### src/rtl/sd_pkg.sv
// Shared definitions for the SD-card SPI bus arbiter: state encoding, owner codes, widths.
package sd_pkg;

   localparam int unsigned SD_MIN_GAP = 8;
   localparam int unsigned STATE_W    = 3;
   localparam int unsigned OWNER_W    = 2;
   localparam int unsigned GAP_W      = 8;
   localparam int unsigned WD_W       = 16;

   localparam logic [STATE_W-1:0] ST_INIT     = 3'd0;
   localparam logic [STATE_W-1:0] ST_GAP      = 3'd1;
   localparam logic [STATE_W-1:0] ST_IDLE     = 3'd2;
   localparam logic [STATE_W-1:0] ST_GRANT_RD = 3'd3;
   localparam logic [STATE_W-1:0] ST_GRANT_WR = 3'd4;

   localparam logic [OWNER_W-1:0] OWN_NONE = 2'd0;
   localparam logic [OWNER_W-1:0] OWN_INIT = 2'd1;
   localparam logic [OWNER_W-1:0] OWN_RD   = 2'd2;
   localparam logic [OWNER_W-1:0] OWN_WR   = 2'd3;

   // Owner code reported for a given arbiter state.
   function automatic logic [OWNER_W-1:0] owner_of(input logic [STATE_W-1:0] st);
      logic [OWNER_W-1:0] own;
      own = OWN_NONE;
      case (st)
         ST_INIT:     own = OWN_INIT;
         ST_GRANT_RD: own = OWN_RD;
         ST_GRANT_WR: own = OWN_WR;
         default:     own = OWN_NONE;
      endcase
      return own;
   endfunction

endpackage

### src/rtl/sd_down_counter.sv
// Loadable down-counter that holds at zero; registered zero flag. Updates on the falling clock edge.
module sd_down_counter #(
   parameter int unsigned WIDTH = 8
) (
   input  logic             clk_i,
   input  logic             rst_ni,
   input  logic             load_i,
   input  logic [WIDTH-1:0] load_val_i,
   input  logic             dec_i,
   output logic             zero_o
);

   logic [WIDTH-1:0] count_q, count_d;
   logic             zero_q;

   // Load has priority; decrement stops at zero.
   always_comb begin
      count_d = count_q;
      if (load_i) begin
         count_d = load_val_i;
      end else if (dec_i && (count_q != '0)) begin
         count_d = count_q - WIDTH'(1);
      end
   end

   // Count and zero flag registers.
   always_ff @(negedge clk_i or negedge rst_ni) begin
      if (!rst_ni) begin
         count_q <= '0;
         zero_q  <= 1'b1;
      end else begin
         count_q <= count_d;
         zero_q  <= (count_d == '0);
      end
   end

   assign zero_o = zero_q;

endmodule

### src/rtl/sd_bus_arbiter.sv
// Shares the SD-card SPI bus between initialiser, read engine and write engine,
// with a CSn-high idle gap between owners and a per-grant watchdog.
module sd_bus_arbiter
   import sd_pkg::*;
#(
   parameter int unsigned IDLE_GAP    = 8,
   parameter int unsigned TIMEOUT_CYC = 4095
) (
   input  logic       SD_CK,
   input  logic       rst_n,
   input  logic       init_ok,
   input  logic       init_csn,
   input  logic       init_mosi,
   input  logic       rd_req,
   input  logic       rd_done,
   input  logic       rd_csn,
   input  logic       rd_mosi,
   input  logic       wr_req,
   input  logic       wr_done,
   input  logic       wr_csn,
   input  logic       wr_mosi,
   output logic       rd_gnt,
   output logic       wr_gnt,
   output logic       rd_abort,
   output logic       wr_abort,
   output logic       SD_CSn,
   output logic       SD_MOSI,
   output logic [1:0] owner
);

   // Gaps shorter than the protocol minimum are raised to it.
   localparam int unsigned GAP_EFF = (IDLE_GAP < SD_MIN_GAP) ? SD_MIN_GAP : IDLE_GAP;
   localparam logic [GAP_W-1:0] GAP_LOAD = GAP_W'(GAP_EFF - 1);
   localparam logic [WD_W-1:0]  WD_LIMIT = WD_W'(TIMEOUT_CYC - 1);
   localparam logic [WD_W-1:0]  WD_MAX   = '1;

   logic [STATE_W-1:0] state_q, state_d;
   logic               last_wr_q, last_wr_d;   // 1: write engine was served last
   logic [WD_W-1:0]    wd_q, wd_d;
   logic               rd_gnt_q, wr_gnt_q;
   logic               rd_abort_q, wr_abort_q, rd_abort_d, wr_abort_d;
   logic [OWNER_W-1:0] owner_q;
   logic               gap_load, gap_dec, gap_zero;

   sd_down_counter #(
      .WIDTH (GAP_W)
   ) u_gap_cnt (
      .clk_i      (SD_CK),
      .rst_ni     (rst_n),
      .load_i     (gap_load),
      .load_val_i (GAP_LOAD),
      .dec_i      (gap_dec),
      .zero_o     (gap_zero)
   );

   // Next-state, round-robin choice, watchdog and abort decisions.
   always_comb begin
      state_d    = state_q;
      last_wr_d  = last_wr_q;
      wd_d       = wd_q;
      gap_load   = 1'b0;
      gap_dec    = 1'b0;
      rd_abort_d = 1'b0;
      wr_abort_d = 1'b0;
      case (state_q)
         ST_INIT: begin
            if (init_ok) begin
               state_d  = ST_GAP;
               gap_load = 1'b1;
            end
         end
         ST_GAP: begin
            if (!init_ok) begin
               state_d = ST_INIT;
            end else if (gap_zero) begin
               state_d = ST_IDLE;
            end else begin
               gap_dec = 1'b1;
            end
         end
         ST_IDLE: begin
            wd_d = '0;
            if (!init_ok) begin
               state_d = ST_INIT;
            end else if (rd_req && (!wr_req || last_wr_q)) begin
               state_d = ST_GRANT_RD;
            end else if (wr_req) begin
               state_d = ST_GRANT_WR;
            end
         end
         ST_GRANT_RD: begin
            if (wd_q != WD_MAX) wd_d = wd_q + WD_W'(1);
            if (!init_ok) begin
               state_d    = ST_INIT;
               rd_abort_d = 1'b1;
            end else if (rd_done) begin
               state_d   = ST_GAP;
               gap_load  = 1'b1;
               last_wr_d = 1'b0;
            end else if (wd_q == WD_LIMIT) begin
               state_d    = ST_GAP;
               gap_load   = 1'b1;
               rd_abort_d = 1'b1;
            end
         end
         ST_GRANT_WR: begin
            if (wd_q != WD_MAX) wd_d = wd_q + WD_W'(1);
            if (!init_ok) begin
               state_d    = ST_INIT;
               wr_abort_d = 1'b1;
            end else if (wr_done) begin
               state_d   = ST_GAP;
               gap_load  = 1'b1;
               last_wr_d = 1'b1;
            end else if (wd_q == WD_LIMIT) begin
               state_d    = ST_GAP;
               gap_load   = 1'b1;
               wr_abort_d = 1'b1;
            end
         end
         default: begin
            state_d = ST_INIT;
         end
      endcase
   end

   // State and registered outputs, updated on the falling SPI clock edge.
   always_ff @(negedge SD_CK or negedge rst_n) begin
      if (!rst_n) begin
         state_q    <= ST_INIT;
         last_wr_q  <= 1'b1;
         wd_q       <= '0;
         rd_gnt_q   <= 1'b0;
         wr_gnt_q   <= 1'b0;
         rd_abort_q <= 1'b0;
         wr_abort_q <= 1'b0;
         owner_q    <= OWN_INIT;
      end else begin
         state_q    <= state_d;
         last_wr_q  <= last_wr_d;
         wd_q       <= wd_d;
         rd_gnt_q   <= (state_d == ST_GRANT_RD);
         wr_gnt_q   <= (state_d == ST_GRANT_WR);
         rd_abort_q <= rd_abort_d;
         wr_abort_q <= wr_abort_d;
         owner_q    <= owner_of(state_d);
      end
   end

   // Bus mux selected only by registered state; idle bus is CSn=1, MOSI=1.
   always_comb begin
      SD_CSn  = 1'b1;
      SD_MOSI = 1'b1;
      case (state_q)
         ST_INIT: begin
            SD_CSn  = init_csn;
            SD_MOSI = init_mosi;
         end
         ST_GRANT_RD: begin
            SD_CSn  = rd_csn;
            SD_MOSI = rd_mosi;
         end
         ST_GRANT_WR: begin
            SD_CSn  = wr_csn;
            SD_MOSI = wr_mosi;
         end
         default: begin
            SD_CSn  = 1'b1;
            SD_MOSI = 1'b1;
         end
      endcase
   end

   assign rd_gnt   = rd_gnt_q;
   assign wr_gnt   = wr_gnt_q;
   assign rd_abort = rd_abort_q;
   assign wr_abort = wr_abort_q;
   assign owner    = owner_q;

endmodule

### config.mk
export PLATFORM = sky130hd
export DESIGN_NAME = sd_bus_arbiter
export DESIGN_NICKNAME = d
export VERILOG_FILES = /design/src/rtl/sd_pkg.sv /design/src/rtl/sd_down_counter.sv /design/src/rtl/sd_bus_arbiter.sv
export SDC_FILE = /design/constraint.sdc
export NUM_CORES = 1
export LEC_CHECK = 0
export ABC_AREA = 1
export CORE_MARGIN = 1
export CORE_UTILIZATION = 28
export DETAILED_ROUTE_END_ITERATION = 10
export PLACE_DENSITY = 0.42
export SLEW_MARGIN = 10
export SYNTH_ARGS = -nofsm -noshare
export SYNTH_HDL_FRONTEND = slang
export SYNTH_SLANG_ARGS = --single-unit
### constraint.sdc
create_clock -name SD_CK -period 3.2 [get_ports SD_CK]
set_clock_uncertainty 0.2 [all_clocks]
set_input_delay 0.64 -clock SD_CK [delete_from_list [all_inputs] [get_ports SD_CK]]
set_output_delay 0.64 -clock SD_CK [all_outputs]
set_load 0.005 [all_outputs]
==> summary.txt <==
Run status
  – Status: finished with violations
  – Failing checks: setup timing

Pwr
  – Pwr/cell area: 369 nW/µm²
  – P_leak: 1.54 nW
  – Peak VDD IR: 0.000194 V

STA
  – Final WS setup: -0.517 ns
  – Slew Limit Headroom: 66.4%
  – Final setup viols: 8
  – Fin. Hold Viols: 0
  – Worst Hold Margin: 0.295 ns
  – Tightest Pin Transition: 0.500 ns
  – Max-slew violations: 0
  – RSZ-0062 raised after global routing: yes

GRT
  – Initial antenna violation count: 0
  – Grt met2 use: 27.0%
  – GRT Total Usage: 16.5%
  – GR Util met1: 21.4%
  – Largest net degree at the start of global routing: 36
  – M3 GR Usage: 2.93%
  – Remaining Overflow, GRT: 0
  – Global-route wire length before repair: 10800 µm
  – Vias in the first global route: 2269
  – Most Used Layer, Global Route: met2

Clocking
  – CTS tree: yes
  – Clock latency on the worst-skew pair: 0.34 ns
  – Clock Tree Buf Depth: 2
  – CTS Buf Count: 5
  – Clock slew seen by the registers of the worst setup and hold paths: 0.05 ns
  – Root buf cell: clkbuf_8
  – Post-CTS Hold Fix Bufs: 0
  – Number of H-tree levels: 2
  – Clk sinks: 35

Finish
  – Area Overhead vs Synth: 44.7%
  – Layout Cells excl Fill: 496
  – Post-layout nets: 410
  – Diode count: 0
  – Final instance area: 3230 µm²
  – Share of cells above drive strength 1: 33.8%
  – Filler cell count: 794
  – Final core occ: 41.9%

Yosys
  – Sequential share of the synthesized area: 39.3%
  – #FFs+latches synth: 35
  – Most frequent cell after synthesis: nand2_1
  – Ys async rst share: 100%
  – Cell variety after synth: 28
  – Commonest cells post-synth: nand2_1 (96), inv_1 (45), nor2_1 (42)
  – Avg Synthesized Cell Area: 7.01 µm²
  – Syn Nets: 336
  – Gate Count Post-Synth: 319
  – Synth Flop Type: dfrtn_1
  – Yosys Warn Count: 0
  – Post-synth EDFFs: 0
  – Synth area leaders: dfrtn_1 (36%), nand2_1 (16%), inv_1 (7.6%), nor2_1 (7.1%), nand3_1 (4.7%)
  – Cell Area, Synth: 2240 µm²
  – Share of the synthesized area in the top cell type: 35.8%
  – Synth area leader: dfrtn_1

Critical path
  – Crit Path Category: reg2out
  – Delay-heaviest family, CP: flip-flops
  – Worst Path Max Fanout: 3
  – Critical path's slowest cell: dfrtn_1
  – Reg-to-Reg Start: state_q[1]
  – Crit-path cells: inv_2 > nand2_4 > nor2_4 > nand2_1 > nand4_1 > buf_2
  – Setup crit start: state_q[1]
  – End of the worst register-to-register path: u_gap_cnt.count_q[1]
  – CP Capture Type: output port
  – Required @ worst endpoint: 2.36 ns
  – R2r setup slk: 0.17 ns
  – Crit path DAT: 2.88 ns
  – Crit. path cell count: 6
  – Crit start category: flip-flop
  – R2R depth: 22
  – CP Buf/Inv Count: 2
  – End of the critical path: SD_MOSI
  – Slowest stage delay, CP: 0.48 ns

Detailed routing
  – Initial DRC Count: 112
  – DRT Pass-1 Iters: 4
  – Post-DR vias/cell: 4.59
  – Via count: 2277
  – Drt drc: 0
  – WL/cell: 13.1 µm
  – Routed WL: 6470 µm
  – Routed Antenna Nets: 0

Run
  – Max-cap violation count: 0

Placement
  – Placed instance area: 2760 µm²
  – Post-DP HPWL: 4310 µm
  – Routability cong.: 0.826
  – Buffers on Ports: 20
  – Dpl cells: 461

Die
  – Row count: 32
  – Die height: 91.4 µm
  – Ports: 21
  – CORE AREA: 7730 µm²
  – Initial Utilization: 28.9%
  – Die area: 8350 µm²
  – Die width: 91.4 µm

Worst hold path
  – Worst Min Path Start: wd_q[0]
  – Min-delay worst type: reg2reg
layer usage:
| layer | share of wire, % | vias up |
|---|---|---|
| li1 | - | 1154 |
| met1 | 46 | 1071 |
| met2 | 49 | 46 |
| met3 | 3.6 | 6 |
| met4 | 1.2 | 0 |
| met5 | 0 | - |
worst reg2reg max path, cell delays in order (launching register included):
cell	delay [ns]
dfrtn_1	0.48
inv_2	0.08
buf_4	0.13
buf_4	0.12
buf_4	0.12
buf_4	0.12
buf_4	0.12
buf_4	0.12
buf_4	0.12
buf_4	0.12
buf_4	0.12
buf_4	0.12
buf_4	0.15
nand3_4	0.10
buf_6	0.13
nand2_2	0.04
nand2_1	0.05
nand2_1	0.07
nand2_2	0.09
nand2_4	0.09
inv_4	0.08
buf_6	0.09
nand2_2	0.04
worst min path at each step:
stage               slack, ns  cells past startpoint         to
floorplan                0.25                      1    wd_q[0]
global placement         0.29                      1    wd_q[0]
detailed placement       0.31                      2    wd_q[8]
CTS                      0.30                      1    wd_q[0]
global route             0.33                      2  last_wr_q
finish                   0.29                      1    wd_q[0]
cells by family after synthesis:
logic type / count (synthesis) / share of synthesized area (%)
buf+inv: 51 / 9.23
xor+xnor: 13 / 5.09
fa+ha+maj: 4 / 2.24
simple gates: 182 / 35.0
compound gates: 34 / 9.07
flops: 35 / 39.3
state kept, by name, indices dropped and copies added, names as in the netlist:
signal	cells
rd_gnt	1
u_gap_cnt.zero_o	1
wr_abort	1
rd_abort	1
last_wr_q	1
wr_gnt	1
state_q	3
owner	2
wd_q	16
u_gap_cnt.count_q	8
per-stage QoR:
step | power [mW] | setup TNS [ns] | worst slack [ns]
finish | 1.19 | -1.23 | -0.517
global route | 1.27 | -1.60 | -0.577
CTS | 1.17 | -2.68 | -0.505
detailed placement | 0.789 | -13.70 | -0.851
global placement | 0.792 | -13.72 | -0.792
floorplan | 0.670 | -0.224 | -0.0721
cell type report:
| cell class | count | area (µm²) | area share, % |
|---|---|---|---|
| inverters | 47 | 204 | 6.31 |
| multi-input cells | 233 | 1370 | 42.2 |
| clock inverters | 4 | 16.3 | 0.503 |
| flip-flops and latches | 35 | 880 | 27.2 |
| repair buffers | 68 | 564 | 17.4 |
| well taps | 102 | 128 | 3.95 |
| clock buffers | 7 | 76.3 | 2.36 |
cell usage in the layout (no fill, tap or decap), types with 3 or more instances in the layout:
cell / count
buf_6: 7
dfstp_2: 3
inv_2: 6
clkbuf_2: 3
nor2_4: 8
o21ai_0: 6
o22ai_1: 4
ha_1: 4
buf_2: 9
nor2_2: 4
nand4_1: 8
nand3_1: 18
o21ai_2: 4
a21oi_1: 3
nor3_1: 5
buf_4: 38
nand2_2: 18
nor2_1: 33
clkdlybuf4s50_1: 6
o21ai_1: 7
dfrtn_1: 32
nand2_1: 77
a21oi_2: 3
nand2_4: 5
nand3_4: 3
xor2_1: 11
inv_1: 40
clkbuf_8: 5
power breakdown:
part | switching, mW | total, mW | internal, mW
Combinational | 0.189 | 0.338 | 0.148
Sequential | 0.0334 | 0.517 | 0.484
Clock | 0.179 | 0.337 | 0.158
Total | 0.402 | 1.19 | 0.790
what timing repair did:
action                                  CTS  global route
endpoints found under the setup margin   25            41
pin swaps                                28            28
buffers inserted                         31             8
resized for setup                        87            40
No activity file was read; power rests on OpenSTA's default activity.
